$ cat src/rtl/viterbi_codec.sv
// Rate-1/2, K=3 (7,5) convolutional encoder and hard-decision Viterbi decoder.
// The decoder keeps its survivors by register exchange and has a fixed latency of TB_DEPTH symbols.
module viterbi_codec #(
  parameter int TB_DEPTH = 16,
  parameter int PM_W     = 8
) (
  input  logic       clk,
  input  logic       rst,
  input  logic       enc_enable_i,
  input  logic       enc_d_i,
  output logic       enc_valid_o,
  output logic [1:0] enc_d_o,
  input  logic       dec_enable_i,
  input  logic [1:0] dec_d_i,
  output logic       dec_valid_o,
  output logic       dec_d_o
);

  localparam int CNT_W = $clog2(TB_DEPTH);
  localparam logic [PM_W-1:0] PM_START = PM_W'(1) << (PM_W - 2);
  localparam logic [CNT_W-1:0] CNT_LAST = CNT_W'(TB_DEPTH - 1);

  // Code symbol {g0,g1} for input bit d leaving encoder state s.
  function automatic logic [1:0] code_sym(input logic d, input logic [1:0] s);
    return {d ^ s[1] ^ s[0], d ^ s[0]};
  endfunction

  function automatic logic [PM_W-1:0] branch_metric(input logic [1:0] rx, input logic [1:0] ex);
    logic [1:0] x;
    x = rx ^ ex;
    return PM_W'(x[1]) + PM_W'(x[0]);
  endfunction

  function automatic logic [PM_W-1:0] clear_msb(input logic [PM_W-1:0] pm);
    return {1'b0, pm[PM_W-2:0]};
  endfunction

  logic [1:0] enc_s_q;

  always_ff @(posedge clk or negedge rst) begin
    if (!rst) begin
      enc_s_q     <= 2'b00;
      enc_d_o     <= 2'b00;
      enc_valid_o <= 1'b0;
    end else if (enc_enable_i) begin
      enc_d_o     <= code_sym(enc_d_i, enc_s_q);
      enc_valid_o <= 1'b1;
      enc_s_q     <= {enc_d_i, enc_s_q[1]};
    end else begin
      enc_valid_o <= 1'b0;
    end
  end

  logic [PM_W-1:0]     pm_q   [4];
  logic [PM_W-1:0]     acs_pm [4];
  logic [PM_W-1:0]     pm_d   [4];
  logic [TB_DEPTH-1:0] sv_q   [4];
  logic [TB_DEPTH-1:0] sv_d   [4];
  logic [CNT_W-1:0]    cnt_q;
  logic [1:0]          st, p0, p1, best;
  logic [PM_W-1:0]     c0, c1;
  logic                all_msb;

  // Add-compare-select: state {a,b} is reached from {b,0} or {b,1} with input a.
  always_comb begin
    acs_pm  = '{default: '0};
    pm_d    = '{default: '0};
    sv_d    = '{default: '0};
    st      = 2'b00;
    p0      = 2'b00;
    p1      = 2'b00;
    c0      = '0;
    c1      = '0;
    best    = 2'b00;
    for (int s = 0; s < 4; s++) begin
      st = 2'(s);
      p0 = {st[0], 1'b0};
      p1 = {st[0], 1'b1};
      c0 = pm_q[p0] + branch_metric(dec_d_i, code_sym(st[1], p0));
      c1 = pm_q[p1] + branch_metric(dec_d_i, code_sym(st[1], p1));
      if (c1 < c0) begin
        acs_pm[st] = c1;
        sv_d[st]   = {sv_q[p1][TB_DEPTH-2:0], st[1]};
      end else begin
        acs_pm[st] = c0;
        sv_d[st]   = {sv_q[p0][TB_DEPTH-2:0], st[1]};
      end
    end
    all_msb = acs_pm[0][PM_W-1] & acs_pm[1][PM_W-1] & acs_pm[2][PM_W-1] & acs_pm[3][PM_W-1];
    for (int s = 0; s < 4; s++) begin
      st       = 2'(s);
      pm_d[st] = all_msb ? clear_msb(acs_pm[st]) : acs_pm[st];
    end
    // Strict less-than keeps the lowest index on ties.
    for (int s = 1; s < 4; s++) begin
      st = 2'(s);
      if (pm_d[st] < pm_d[best]) best = st;
    end
  end

  always_ff @(posedge clk or negedge rst) begin
    if (!rst) begin
      pm_q[0]     <= '0;
      pm_q[1]     <= PM_START;
      pm_q[2]     <= PM_START;
      pm_q[3]     <= PM_START;
      sv_q        <= '{default: '0};
      cnt_q       <= '0;
      dec_d_o     <= 1'b0;
      dec_valid_o <= 1'b0;
    end else if (dec_enable_i) begin
      pm_q        <= pm_d;
      sv_q        <= sv_d;
      dec_d_o     <= sv_d[best][TB_DEPTH-1];
      dec_valid_o <= (cnt_q == CNT_LAST);
      if (cnt_q != CNT_LAST) cnt_q <= cnt_q + CNT_W'(1);
    end else begin
      dec_valid_o <= 1'b0;
    end
  end

endmodule

$ cat config.mk
export PLATFORM = sky130hd
export DESIGN_NAME = viterbi_codec
export DESIGN_NICKNAME = d
export VERILOG_FILES = /design/src/rtl/viterbi_codec.sv
export SDC_FILE = /design/constraint.sdc
export NUM_CORES = 1
export LEC_CHECK = 0
export ABC_AREA = 1
export ABC_CLOCK_PERIOD_IN_PS = 7950
export CAP_MARGIN = 10
export CORE_MARGIN = 3
export CORE_UTILIZATION = 41
export CTS_BUF_LIST = sky130_fd_sc_hd__clkbuf_8
export CTS_CLUSTER_DIAMETER = 40
export DETAILED_ROUTE_END_ITERATION = 6
export GPL_TIMING_DRIVEN = 0
export MAX_ROUTING_LAYER = met4
export PLACE_DENSITY = 0.53
export SLEW_MARGIN = 20
export SYNTH_ARGS = -nofsm -noshare
export SYNTH_HDL_FRONTEND = slang
export SYNTH_SLANG_ARGS = --single-unit
$ cat constraint.sdc
create_clock -name clk -period 7.95 [get_ports clk]
set_clock_uncertainty 0.2 [all_clocks]
set_input_delay 1.59 -clock clk [delete_from_list [all_inputs] [get_ports clk]]
set_output_delay 1.59 -clock clk [all_outputs]
set_load 0.01 [all_outputs]
; ---- After elaboration in Yosys (flattened, before gate mapping)
; Cells that the tools add are included.
[totals]
register_bits = 103
output_inout_bits = 5
word_cells = 78
[classes]
n_addsub = 13
n_lt_le_gt_ge = 10
n_eq_ne = 2
mux = 26
bitwise_logic = 12
reduce_logical = 1
[op_table]
columns = cell, count
row1 = two-way mux 16 bit, 6
row2 = two-way mux 8 bit, 12
row3 = less-than comparator 8 bit, 7
row4 = adder 8 x 2 -> 8 bit, 4
row5 = adder 8 bit, 4
row6 = binary-select mux 16 bit (select 2 bit), 1
row7 = binary-select mux 8 bit (select 2 bit), 2
row8 = >= comparator 3 bit (second input constant), 3
row9 = NOT 2 -> 3 bit, 3
row10 = adder 1 x 1 -> 2 bit, 4
row11 = adder 4 x 1 -> 4 bit (second input constant), 1
row12 = == test 4 bit (second input constant), 1
row13 = two-way mux 2 bit, 2
row14 = inequality test 4 bit (second input constant), 1
row15 = AND 1 bit, 3
row16 = two-way mux 1 bit, 3
row17 = XOR 1 bit, 3
row18 = NOT 1 bit, 2
row19 = NOT 2 bit, 1
row20 = AND reduction 2 bit, 1

; ---- Longest topological paths before layout
[logic_depth]
depth_word = 27
ltp_mapped = 53
depth_no_buf = 52

; ---- Least setup slack after synthesis
; No wires, ideal clock.
[synth_path]
path_type = input-to-reg
start = input dec_d_i[0]
end = register dec_d_o
arrival_time_ps = 7866
setup_slack_ps = -234
stages = 45
cell_sequence = inv_1 ha_1 inv_1 ha_1 nand2_1 a21oi_1 nand2_1 nor2_1 nand3_1 xnor2_1 ha_1 nand2_1 nor2_1 a211oi_1 nand2_1 clkbuf_1 inv_1 o21ai_0 [9 not listed] nand2_4 clkbuf_1 o21ai_0 ha_1 a21oi_1 nor2_1 a211oi_1 nand2_4 clkbuf_1 nand2_1 o21ai_0 ha_1 a21oi_1 nor2_1 a211oi_1 nand3_1 nand3_1 nand2_1
[synth_rtl]
columns = element, line_no
row1 = from (decl), 14  ; input logic [1:0] dec_d_i,
row2 = to (signal assigned), 114  ; dec_d_o <= sv_d[best][TB_DEPTH-1];
row3 = to (decl), 16  ; output logic dec_d_o

; ---- Worst setup path in the final report
[layout_path]
start = input dec_d_i[1]
end = register dec_d_o
[layout_via]
elab_chain_cells = 27
[layout_rtl]
columns = element, line_no
row1 = NOT 2 bit (no line) or NOT 1 bit (tied branches), n/a
row2 = adder 1 x 1 -> 2 bit, 31  ; return PM_W'(x[1]) + PM_W'(x[0]);
row3 = adder 8 bit (on tied branches), "80, 79"
row4 = less-than comparator 8 bit, 81  ; if (c1 < c0) begin
row5 = two-way mux 8 bit, 81
row6 = AND 1 bit (3 in a row), 89  ; all_msb = acs_pm[0][PM_W-1] & acs_pm[1][PM_W-1] & acs_pm[2][PM_W-1] & acs_pm[3][PM_W-1];
row7 = two-way mux 8 bit, 92  ; pm_d[st] = all_msb ? clear_msb(acs_pm[st]) : acs_pm[st];
row8 = less-than comparator 8 bit, 97  ; if (pm_d[st] < pm_d[best]) best = st;
row9 = [7 not listed], n/a
row10 = NOT 2 -> 3 bit (not written as such), 97
row11 = binary-select mux 8 bit (select 2 bit), 97
row12 = two-way mux 8 bit (not written as such) (2 in a row), 97
row13 = less-than comparator 8 bit, 97
row14 = two-way mux 2 bit, 97
row15 = NOT 2 -> 3 bit (not written as such), 114
row16 = binary-select mux 16 bit (select 2 bit) *, 114
row17 = two-way mux 16 bit (not written as such) * (2 in a row), 114
; Mark *: on every way between the ends. The rest lies on a longest branch, timed or not. The select of a mux whose other input is x is not followed.
; A chain may end at the register's enable or synchronous reset.

==> flow_metrics.tcl <==
set metrics [dict create \
    synth-adder-area-share_pct 11.8 \
    endpoint_kind "register" \
    layoutNonFillerInstCount 1249 \
    cts.path.max_buffers 2 \
    viasPerCell 4.98 \
    die_width_um 138 \
    maxSlewViolCount 0 \
    hpwl_um 14700 \
    reg2reg_slack_ns 1.47 \
    synth.net_count 1044 \
    routedWlPerCell_um 15.9 \
    critPathLaunch "dec_d_i[1]" \
    numPortBuffers 10 \
    pre_cts_ws_ns -2.27 \
    antenna_cells 0 \
    synth-seq-cells 98 \
    worstMarginPinSlew_ns 0.808 \
    outcome "complete, no violations" \
    timing.rr.start "pm_q[1]$_DFFE_PN0P_" \
    multi_input_area_sq_um 4270 \
    track_usage_pct 22.8 \
    drc_errors 0 \
    ys_types 34 \
    die_y_um 138 \
    synth_top_area_share_pct 33.5 \
    fp.coreArea_sq_um 16800 \
    antenna_found_initial 0 \
    routed_wl_um 19800 \
    syn_avg_cell_area_sq_um 7.31 \
    synth.yosys.seq_area_share_pct 34.6 \
    area_delta_synth_final_pct 15.8 \
    r2r_end "dec_d_o$_DFFE_PN0P_" \
    slew_headroom_pct 46.1 \
    overflow 0 \
    cp_slowest_cell "ha_1" \
    grt_start_max_net_pins 77 \
    cts_tree "built" \
    postCtsHoldBufs 0 \
    maxCapViolations 0 \
    n_fill_cell 1727 \
    vias 6219 \
    fmax_mhz 131 \
    cts.clk_slew.worst_paths_ns 0.11 \
    final_layout_size_suffix_gt1_share_pct 14.0 \
    cp.arrival_ns 7.72 \
    reg2reg_depth 52 \
    cp_top_family "simple AND/OR/NAND/NOR gates" \
    place.gp.congestion 0.848 \
    crit_fanout 8 \
    layout.nets 1098 \
    critPathKind "input pin to register" \
    tns_ns 0 \
    cts-root-buf "clkbuf_8" \
    rows 47 \
    synthSimpleGateAreaFrac_pct 21.2 \
    grt_pass1_wl_um 32200 \
    clock_latency_ns 0.41 \
    start_util_pct 42.3 \
    netlist_instances 970 \
    synth_top_family_by_area "simple AND/OR/NAND/NOR gates" \
    ios 12 \
    hold_class "register to register" \
    dr.pass1.iters 5 \
    cp_num_cells 55 \
    synth_area_leader_cell "dfrtp_1" \
    synth-xor-area-share_pct 6.79 \
    fp.dieArea_sq_um 18900 \
    first_global_vias 6145 \
    crit_buf_inv 13 \
    critPathCapture "dec_d_o$_DFFE_PN0P_" \
    whs_path_depth 1 \
    synth_compound_area_share_pct 16.9 \
    synth_mux_area_share_pct 0.282 \
    regArea_sq_um 2460 \
    netlist_top_cells_area "dfrtp_1 34%, nand2_1 13%, o21ai_0 12%" \
    period_minus_slack_ns 7.63 \
    yosys_warnings 0 \
    drtAntennaViolNets 0 \
    hold-worst-slack_ns 0.286 \
    worstPathRequired_ns 8.04 \
    path_common_cell "nand2_1" \
    worst_setup_path_start_kind "input pin" \
    finalSetupViolCount 0 \
    fin_ws_ns 0.320 \
    numCtsBuffers 9 \
    syn-cell-area_sq_um 7090 \
    htreeDepth 3 \
    placedCellCount 1201 \
    first_iter_violations 418 \
    finalCritPeriodShare_pct 96.0 \
    cpPeakStageDelay_ns 0.33 \
    finalHoldViolations 0 \
    cts.sinks 98 \
]
[cells by family after synthesis]
family,after synthesis
buffers and inverters,155
DFF,98
xor gates and xnor gates,55
muxes,2
and+or+nand+nor,359
adders and majority gates,67
AOI/OAI and AO/OA,234
[cells in the final DEF, fill, tap and decap left out, types with 8 or more instances in the layout]
cell type	netlist	final
a21oi_1	48	40
a21oi_2	0	8
buf_4	3	37
clkbuf_1	33	26
clkbuf_8	0	12
dfrtp_1	95	95
ha_1	67	61
inv_1	106	100
nand2_1	252	246
nand2_2	12	18
nand3_1	22	19
nor2_1	50	48
o21ai_0	175	163
xnor2_1	10	9
xor2_1	45	42
[through the flow]
stage / instance area, sq um / utilization, %
2_1_floorplan: 7100 / -
3_3_place_gp: 7480 / 44.6
3_5_place_dp: 7500 / 44.8
4_1_cts: 8000 / 47.7
5_1_grt: 8210 / 49.0
6_report: 8210 / 49.0
[cell type report]
cell class,count,share of cell area (%)
multi-input combinational,718,52.1
clock inverter,6,0.823
buffer,40,2.39
timing repair buffer,43,4.44
clock buffer,10,1.68
sequential,98,29.9
inverter,114,5.33
tap,220,3.35
[what timing repair did]
| action | in CTS | in global routing |
|---|---|---|
| resized for setup | 58 | 39 |
| setup buffers | 17 | 14 |
| setup endpoints to repair | 1 | 1 |
| gates cloned | 1 | 1 |
| pin swaps | 18 | 25 |
[state kept, by name, indices dropped and copies added, names as in the netlist]
signal	cells
enc_s_q	2
sv_q	55
cnt_q	4
enc_valid_o	1
dec_valid_o	1
pm_q	32
dec_d_o	1
enc_d_o	2
[layer usage]
layer  vias up  global-route usage, %  share of wire [%]  routed length (um)
li1       3242                      -                  -                   -
met4         0                   5.82                1.3                 255
met5         -                      -                  0                   0
met2        66                   36.6                 46                9200
met3        20                   3.65                2.5                 504
met1      2891                   30.2                 50                9850
[how the worst min path moves through the flow]
stage | endpoint | from
floorplan | sv_q[0]$_DFFE_PN0P_ | sv_q[0]$_DFFE_PN0P_
global placement | sv_q[0]$_DFFE_PN0P_ | sv_q[0]$_DFFE_PN0P_
detailed placement | sv_q[0]$_DFFE_PN0P_ | sv_q[0]$_DFFE_PN0P_
CTS | cnt_q[3]$_DFFE_PN0P_ | cnt_q[3]$_DFFE_PN0P_
global route | sv_q[0]$_DFFE_PN0P_ | sv_q[0]$_DFFE_PN0P_
finish | sv_q[0]$_DFFE_PN0P_ | sv_q[0]$_DFFE_PN0P_
[cells in the mapped netlist]
library cell,instances
nand2_1,252
o21ai_0,175
inv_1,106
dfrtp_1,95
ha_1,67
nor2_1,50
a21oi_1,48
xor2_1,45
clkbuf_1,33
nand3_1,22
nand2_2,12
xnor2_1,10
nand4_1,7
a211oi_1,4
clkinv_1,4
inv_2,4
buf_1,3
buf_4,3
dfstp_2,3
nand2_4,3
nor2_4,3
nor3_1,3
buf_2,2
mux2i_1,2
nand3_2,2
nor2_2,2
o21a_1,2
o22ai_1,2
a31o_1,1
and2_1,1
nor3_2,1
o211ai_1,1
o21ai_2,1
or2_2,1
Power is left out: the tool's default activity adds up to more than one toggle a clock period on the data nets, which glitch-free logic cannot reach.
